$ cat src/rtl/fifo_alu_sequencer_pkg.sv
// Shared types and constants for the FIFO/ALU sequencer: FSM state encoding,
// ALU opcode values and the default error byte.
package fifo_alu_sequencer_pkg;

  typedef enum logic [2:0] {
    ST_GET_A  = 3'd0,
    ST_GET_B  = 3'd1,
    ST_GET_OP = 3'd2,
    ST_EXEC   = 3'd3,
    ST_SEND   = 3'd4
  } state_t;

  localparam logic [5:0] OPC_ADD = 6'b100000;
  localparam logic [5:0] OPC_SUB = 6'b100010;
  localparam logic [5:0] OPC_AND = 6'b100100;
  localparam logic [5:0] OPC_OR  = 6'b100101;
  localparam logic [5:0] OPC_XOR = 6'b100110;
  localparam logic [5:0] OPC_NOR = 6'b100111;
  localparam logic [5:0] OPC_SRA = 6'b000011;
  localparam logic [5:0] OPC_SRL = 6'b000010;

  localparam logic [7:0] ERR_CODE_DEFAULT = 8'hFF;

  function automatic logic op_is_valid(input logic [5:0] op);
    case (op)
      OPC_ADD, OPC_SUB, OPC_AND, OPC_OR,
      OPC_XOR, OPC_NOR, OPC_SRA, OPC_SRL: op_is_valid = 1'b1;
      default:                            op_is_valid = 1'b0;
    endcase
  endfunction

endpackage

$ cat src/rtl/fifo_alu_sequencer_if.sv
// Bundle of RX FIFO, TX FIFO and ALU signals between the sequencer (master)
// and its surroundings (slave).
interface fifo_alu_sequencer_if #(
  parameter int B  = 8,
  parameter int OP = 6
);
  logic          rx_empty;
  logic [B-1:0]  rx_data;
  logic          rx_rd;
  logic          tx_full;
  logic          tx_wr;
  logic [B-1:0]  tx_data;
  logic [B-1:0]  a;
  logic [B-1:0]  b;
  logic [OP-1:0] op;
  logic [B-1:0]  alu_result;

  modport master (
    input  rx_empty, rx_data, tx_full, alu_result,
    output rx_rd, tx_wr, tx_data, a, b, op
  );

  modport slave (
    output rx_empty, rx_data, tx_full, alu_result,
    input  rx_rd, tx_wr, tx_data, a, b, op
  );
endinterface

$ cat src/rtl/fifo_alu_sequencer.sv
// Pops A, B, opcode from the RX FIFO, runs them through the ALU and pushes the
// result to the TX FIFO. Optional opcode check: FIFO_ALU_SEQUENCER_OPCHECK_EN.
module fifo_alu_sequencer
  import fifo_alu_sequencer_pkg::*;
#(
  parameter int B  = 8,
  parameter int OP = 6
`ifdef FIFO_ALU_SEQUENCER_OPCHECK_EN
  ,
  parameter logic [B-1:0] ERR_CODE = ERR_CODE_DEFAULT
`endif
) (
  input  logic                 i_clk,
  input  logic                 i_reset,
  fifo_alu_sequencer_if.master bus,
  output logic                 o_busy,
`ifdef FIFO_ALU_SEQUENCER_OPCHECK_EN
  output logic                 o_err,
`endif
  output logic [7:0]           o_txn_cnt
);

  state_t        r_state;
  logic [B-1:0]  r_a;
  logic [B-1:0]  r_b;
  logic [OP-1:0] r_op;
  logic [B-1:0]  r_tx_data;
  logic [7:0]    r_txn_cnt;
  logic          w_in_get;
  logic          w_rx_rd;
  logic          w_tx_wr;
`ifdef FIFO_ALU_SEQUENCER_OPCHECK_EN
  logic          r_op_bad;
  logic          r_err;
`endif

  // Strobes are decoded from the registered state so the FIFO sees them in the
  // same cycle the flag allows; held low while reset is asserted.
  assign w_in_get = (r_state == ST_GET_A) || (r_state == ST_GET_B) ||
                    (r_state == ST_GET_OP);
  assign w_rx_rd  = !i_reset && w_in_get && !bus.rx_empty;
  assign w_tx_wr  = !i_reset && (r_state == ST_SEND) && !bus.tx_full;

  always_ff @(posedge i_clk or posedge i_reset) begin
    if (i_reset) begin
      r_state   <= ST_GET_A;
      r_a       <= '0;
      r_b       <= '0;
      r_op      <= '0;
      r_tx_data <= '0;
      r_txn_cnt <= '0;
`ifdef FIFO_ALU_SEQUENCER_OPCHECK_EN
      r_op_bad  <= 1'b0;
      r_err     <= 1'b0;
`endif
    end else begin
      case (r_state)
        ST_GET_A: if (w_rx_rd) begin
          r_a     <= bus.rx_data;
          r_state <= ST_GET_B;
        end
        ST_GET_B: if (w_rx_rd) begin
          r_b     <= bus.rx_data;
          r_state <= ST_GET_OP;
        end
        ST_GET_OP: if (w_rx_rd) begin
          r_op    <= bus.rx_data[OP-1:0];
          r_state <= ST_EXEC;
`ifdef FIFO_ALU_SEQUENCER_OPCHECK_EN
          r_op_bad <= !op_is_valid(bus.rx_data[5:0]);
          if (!op_is_valid(bus.rx_data[5:0])) r_err <= 1'b1;
`endif
        end
        ST_EXEC: begin
`ifdef FIFO_ALU_SEQUENCER_OPCHECK_EN
          r_tx_data <= r_op_bad ? ERR_CODE : bus.alu_result;
`else
          r_tx_data <= bus.alu_result;
`endif
          r_state   <= ST_SEND;
        end
        ST_SEND: if (w_tx_wr) begin
          r_txn_cnt <= r_txn_cnt + 8'd1;
          r_state   <= ST_GET_A;
        end
        default: r_state <= ST_GET_A;
      endcase
    end
  end

  assign bus.rx_rd   = w_rx_rd;
  assign bus.tx_wr   = w_tx_wr;
  assign bus.tx_data = r_tx_data;
  assign bus.a       = r_a;
  assign bus.b       = r_b;
  assign bus.op      = r_op;
  assign o_busy      = (r_state != ST_GET_A);
  assign o_txn_cnt   = r_txn_cnt;
`ifdef FIFO_ALU_SEQUENCER_OPCHECK_EN
  assign o_err       = r_err;
`endif

endmodule

$ cat src/flat_wrapper.sv
// flat-port wrapper written by rule: the top's interface ports become plain ports
module fifo_alu_sequencer_flat import fifo_alu_sequencer_pkg::*;
#(
  parameter int B  = 8,
  parameter int OP = 6

)
  (i_clk, i_reset, o_busy, o_txn_cnt, bus_rx_empty, bus_rx_data, bus_tx_full, bus_alu_result, bus_rx_rd, bus_tx_wr, bus_tx_data, bus_a, bus_b, bus_op);
  fifo_alu_sequencer_if #(.B(B), .OP(OP)) bus_i ();
  input  logic i_clk;
  input  logic i_reset;
  output logic o_busy;
  output logic [7:0] o_txn_cnt;
  input wire logic [$bits(bus_i.rx_empty)-1:0] bus_rx_empty;
  input wire logic [$bits(bus_i.rx_data)-1:0] bus_rx_data;
  input wire logic [$bits(bus_i.tx_full)-1:0] bus_tx_full;
  input wire logic [$bits(bus_i.alu_result)-1:0] bus_alu_result;
  output wire logic [$bits(bus_i.rx_rd)-1:0] bus_rx_rd;
  output wire logic [$bits(bus_i.tx_wr)-1:0] bus_tx_wr;
  output wire logic [$bits(bus_i.tx_data)-1:0] bus_tx_data;
  output wire logic [$bits(bus_i.a)-1:0] bus_a;
  output wire logic [$bits(bus_i.b)-1:0] bus_b;
  output wire logic [$bits(bus_i.op)-1:0] bus_op;
  assign bus_i.rx_empty = bus_rx_empty;
  assign bus_i.rx_data = bus_rx_data;
  assign bus_i.tx_full = bus_tx_full;
  assign bus_i.alu_result = bus_alu_result;
  assign bus_rx_rd = bus_i.rx_rd;
  assign bus_tx_wr = bus_i.tx_wr;
  assign bus_tx_data = bus_i.tx_data;
  assign bus_a = bus_i.a;
  assign bus_b = bus_i.b;
  assign bus_op = bus_i.op;
  fifo_alu_sequencer #(.B(B), .OP(OP)) u_core (.i_clk(i_clk), .i_reset(i_reset), .bus(bus_i), .o_busy(o_busy), .o_txn_cnt(o_txn_cnt));
endmodule
$ cat config.mk
export PLATFORM = sky130hd
export DESIGN_NAME = fifo_alu_sequencer_flat
export DESIGN_NICKNAME = d
export VERILOG_FILES = /design/src/rtl/fifo_alu_sequencer_pkg.sv /design/src/rtl/fifo_alu_sequencer_if.sv /design/src/rtl/fifo_alu_sequencer.sv /design/src/flat_wrapper.sv
export SDC_FILE = /design/constraint.sdc
export NUM_CORES = 1
export LEC_CHECK = 0
export CAP_MARGIN = 0
export CORE_ASPECT_RATIO = 1.4
export CORE_MARGIN = 5
export CORE_UTILIZATION = 47
export DETAILED_ROUTE_END_ITERATION = 16
export PLACE_DENSITY_LB_ADDON = 0.25
export SLEW_MARGIN = 5
export SYNTH_ARGS = -nofsm -noshare
export SYNTH_HDL_FRONTEND = slang
export SYNTH_SLANG_ARGS = --single-unit
$ cat constraint.sdc
create_clock -name i_clk -period 2 [get_ports i_clk]
set_input_delay 0.4 -clock i_clk [delete_from_list [all_inputs] [get_ports i_clk]]
set_output_delay 0.4 -clock i_clk [all_outputs]
set_load 0.03 [all_outputs]
Word level (Yosys, flattened, before mapping)
Cells that the tools add are included.
Operators by class
  reduce and logical (&&, ||, !) cells: 16
  equal/unequal tests: 8
  muxes and demuxes: 5
  add/sub/neg operators: 1
Operators with widths (count)
  one-hot mux 3 bit (5 select lines): 1
  2-to-1 mux 3 bit: 4
  adder 8 x 1 -> 8 bit (second input constant): 1
  inequality test 2 bit (second input constant): 4
  AND reduction 2 bit: 4
  == test 3 x 2 -> 1 bit (second input constant): 2
  logical AND 1 bit: 4
  AND reduction 4 bit: 1
  == test 3 x 1 -> 1 bit (second input constant): 1
  == test 3 bit (second input constant): 1
  zero test 1 bit: 3
  zero test 3 bit: 1
  nonzero test 3 bit: 1
  logical OR 1 bit: 2
Word-level totals
  bits of input ports: 20
  bits in registers: 41
  output and inout bits: 41
  word-level logic and storage cells: 36

Logic depth before layout (Yosys ltp)
  word-level depth: 7
  gate-level depth with buffers: 4
  depth with buffers taken out: 4

Worst setup path after synthesis
Ideal clock, no wire load.
  kind: register -> output
  start: reg u_core.r_state[2]
  end: out bus_rx_rd
  slack: 195 ps
  path buffers: 0
  stages on the path, launching flop included: 3
  arrival time: 1405 ps
  data required time: 1600 ps
  path through: dfrtp_1 -> nor3_4 -> a21boi_0
Between the ends
  word-level cells in the longest chain between the ends: 5
Ends and longest elaborated chain
  from (decl): RTL line fifo_alu_sequencer.sv:23  | state_t r_state;
  from (signal assigned): RTL line fifo_alu_sequencer.sv:46  | r_state <= ST_GET_A;
  from (signal assigned): RTL line fifo_alu_sequencer.sv:60  | r_state <= ST_GET_B;
  from (signal assigned): RTL line fifo_alu_sequencer.sv:64  | r_state <= ST_GET_OP;
  == test 3 x 1 -> 1 bit or zero test 3 bit (tied branches): RTL line fifo_alu_sequencer.sv:39  | assign w_in_get = (r_state == ST_GET_A) || (r_state == ST_GET_B) ||
  logical OR 1 bit: RTL line fifo_alu_sequencer.sv:39
  logical OR 1 bit *: RTL line fifo_alu_sequencer.sv:39
  logical AND 1 bit * (2 in series): RTL line fifo_alu_sequencer.sv:41  | assign w_rx_rd = !i_reset && w_in_get && !bus.rx_empty;
  to (decl): RTL line flat_wrapper.sv:18  | output wire logic [$bits(bus_i.rx_rd)-1:0] bus_rx_rd;
Mark *: on every way between the ends. The rest lies on a longest branch, timed or not.

Worst setup path in the final report
  start: in i_reset
  end: out bus_rx_rd
Between the ends
  word-level cells in the longest chain between the ends: 3
Ends and longest elaborated chain
  from (decl): RTL line flat_wrapper.sv:11  | input logic i_reset;
  zero test 1 bit: RTL line fifo_alu_sequencer.sv:41
  logical AND 1 bit (2 in series): RTL line fifo_alu_sequencer.sv:41
No other way between the ends.

==> impl_metrics.csv <==
group,metric,value,unit
status,run_status,"complete, no violations",
global_route,busiest_layer,"met2",
clocking,root_buffer,"clkbuf_8",
drt,drc,0,
global_route,antenna_found_initial,0,
sta,maxSlewViolCount,0,
yosys,async_reset_ff_frac,1.00,
sta,fin_skew,2.12,ps
setup_path,reg2reg_slack,510,ps
sta,tightest_slew,329,ps
job,cap_violations,0,
yosys,ys_ff_latch,41,
global_route,grt_pass1_wl,6270,um
clocking,cts.path.max_buffers,2,
global_route,overflow,0,
sta,finalHoldViolations,0,
power,power_density,1640,nW/um^2
sta,tns,0,ps
sta,fmax,528,MHz
global_route,track_usage,0.175,
setup_path,arrival,1490,ps
die,die_w,60.4,um
yosys,syn_inst,114,
yosys,synth_area_leader_cell,"dfrtp_1",
drt,ant_nets,0,
yosys,synth_ff_type,"dfrtp_1",
drt,first_pass_iters,4,
finish,syn_to_final_growth,47.0,%
yosys,yosysSeqAreaShare,0.614,
clocking,postCtsSetupBuffers,0,
drt,viasPerCell,5.26,
sta,post-route-min-period,1890,ps
die,core_area,3410,um^2
yosys,yosysTopAreaCellShare,0.614,
placed_design,dpl-instance-area,2380,um^2
yosys,synth_area,1670,um^2
power,ir_worst_vdd,0.976,mV
sta,rsz0062_at_grt,"false",
drt,drt_iter0_markers,28,
global_route,met2_usage,0.313,
finish,drive_gt1_frac,0.294,
setup_path,start_kind,"primary input",
clocking,cts_tree,"yes",
die,start_util,0.490,
die,io_pins,61,
setup_path,critPathMaxFanout,4,
yosys,syn_nets,135,
global_route,grt_pass1_vias,1336,
setup_path,crit_required,1600,ps
sta,setup_viol,0,
finish,num_antenna_cells,0,
yosys,ys_types,23,
placed_design,portBuffers,60,
clocking,numCtsBuffers,5,
placed_design,dpl.hpwl,2970,um
clocking,cts_htree_levels,2,
yosys,yosysMostFrequentCell,"dfrtp_1",
placed_design,place.gp.congestion,0.780,
finish,design_area,2460,um^2
clocking,clk_pin_slew_worst_paths,70,ps
power,leakagePower,1.07,nW
power,p_total,4.02,mW
finish,layout.nets,209,
setup_path,worstSetupEndpointType,"primary output",
die,rows,25,
sta,relSlewSlack,0.780,
global_route,grt_max_degree,42,
setup_path,path_class,"primary input to primary output",
worst_hold_path,hold_path.class,"flop to flop",
drt,wl_per_cell,16.6,um
die,die_h,80.5,um
yosys,synth.area.top_cells,"dfrtp_1, mux2_2, xnor2_1",
drt,vias,1194,
yosys,synth_edf_count,0,
die,die_area,4860,um^2
global_route,met1_usage,0.192,
placed_design,pre_cts_ws,29.8,ps
drt,drt-total-wl,3780,um
sta,period_share,0.947,
sta,setup_ws,106,ps
yosys,yosys-top-cells-count,"dfrtp_1, mux2_2, xnor2_1",
yosys,syn_avg_cell_area,14.7,um^2
yosys,yosys_warnings,0,
clocking,clock-sinks,41,
clocking,clock_latency,280,ps
global_route,grtUsageMet3,0.0498,
==> registers in the layout, summed over array words and instances, names as in the netlist <==
signal / cells
u_core.bus.tx_data: 8
u_core.bus.b: 8
u_core.o_txn_cnt: 8
u_core.bus.op: 6
u_core.bus.a: 8
u_core.r_state: 3
==> layer usage <==
metal	wire length (um)	up-vias
met4	28	0
met3	290	5
met2	2050	48
met5	0	-
met1	1410	591
li1	-	550
==> cell families (layout without fill, tap and decap cells) <==
kind of cell,Yosys count,after routing,synth area share
xor+xnor,7,7,0.0367
flops,41,41,0.614
simple gates,26,26,0.109
mux,31,31,0.209
buf+inv,3,76,0.00749
fa+ha+maj,1,1,0.00749
compound gates,5,5,0.0165
==> final timing paths <==
path / start / to / depth (start not counted)
max in group asynchronous: i_reset / u_core.o_txn_cnt[5] / 4
min in group asynchronous: i_reset / u_core.bus.op[1] / 4
worst max register to register: u_core.r_state[2] / u_core.bus.a[5] / 5
worst min register to register: u_core.o_txn_cnt[7] / u_core.o_txn_cnt[7] / 1
worst max-delay path: i_reset / bus_rx_rd / 4
worst min-delay path: u_core.o_txn_cnt[7] / u_core.o_txn_cnt[7] / 1
==> through the flow <==
stage / std cells / util / hold WS, ps
2_1_floorplan: 114 / - / 550
3_3_place_gp: 221 / 0.699 / 476
3_5_place_dp: 221 / 0.699 / 464
4_1_cts: 227 / 0.720 / 483
5_1_grt: 227 / 0.720 / 505
6_report: 227 / 0.720 / 476
==> critical path, cell delays in order <==
cell and delay, ps:
clkdlybuf4s50_1 510, nor3_4 200, a21boi_1 190, buf_4 180
==> placed cells by master (no fill, tap or decap) <==
cell type / count
a21boi_1: 1
a21oi_1: 2
and2b_1: 1
and3_1: 2
and4_1: 1
and4bb_2: 2
buf_12: 1
buf_4: 9
clkbuf_8: 5
clkdlybuf4s50_1: 57
clkinv_2: 1
dfrtp_1: 41
dlygate4sd2_1: 1
ha_1: 1
inv_1: 2
mux2_2: 31
nand2_1: 1
nand2_2: 3
nand3_1: 2
nand3b_2: 1
nand4_1: 5
nor2_1: 3
nor2_2: 1
nor2b_1: 1
nor3_4: 1
o21ai_0: 2
or3_1: 2
xnor2_1: 7
==> cell type report <==
| class | count | area (um^2) |
|---|---|---|
| Clock buffer | 5 | 68.8 |
| Tap cell | 40 | 50.0 |
| Fill cell | 247 | 953 |
| Inverter | 2 | 7.51 |
| Sequential cell | 41 | 1030 |
| Timing Repair Buffer | 68 | 667 |
| Multi-Input combinational cell | 70 | 632 |
| Clock inverter | 1 | 5.00 |
==> timing repair <==
item | 4_1_cts | 5_1_grt
hold buffers | 0 | 0
gates resized for setup | 1 | 1
endpoints found under the setup margin | 1 | 1
==> report_power, final <==
group          internal, mW  total (mW)  switching (mW)  leakage (nW)
combinational         0.990        2.15            1.17         0.525
sequential             1.19        1.39           0.206         0.507
clock                 0.229       0.473           0.244        0.0399
total                  2.41        4.02            1.61          1.07
No activity file was read; power rests on OpenSTA's default activity.
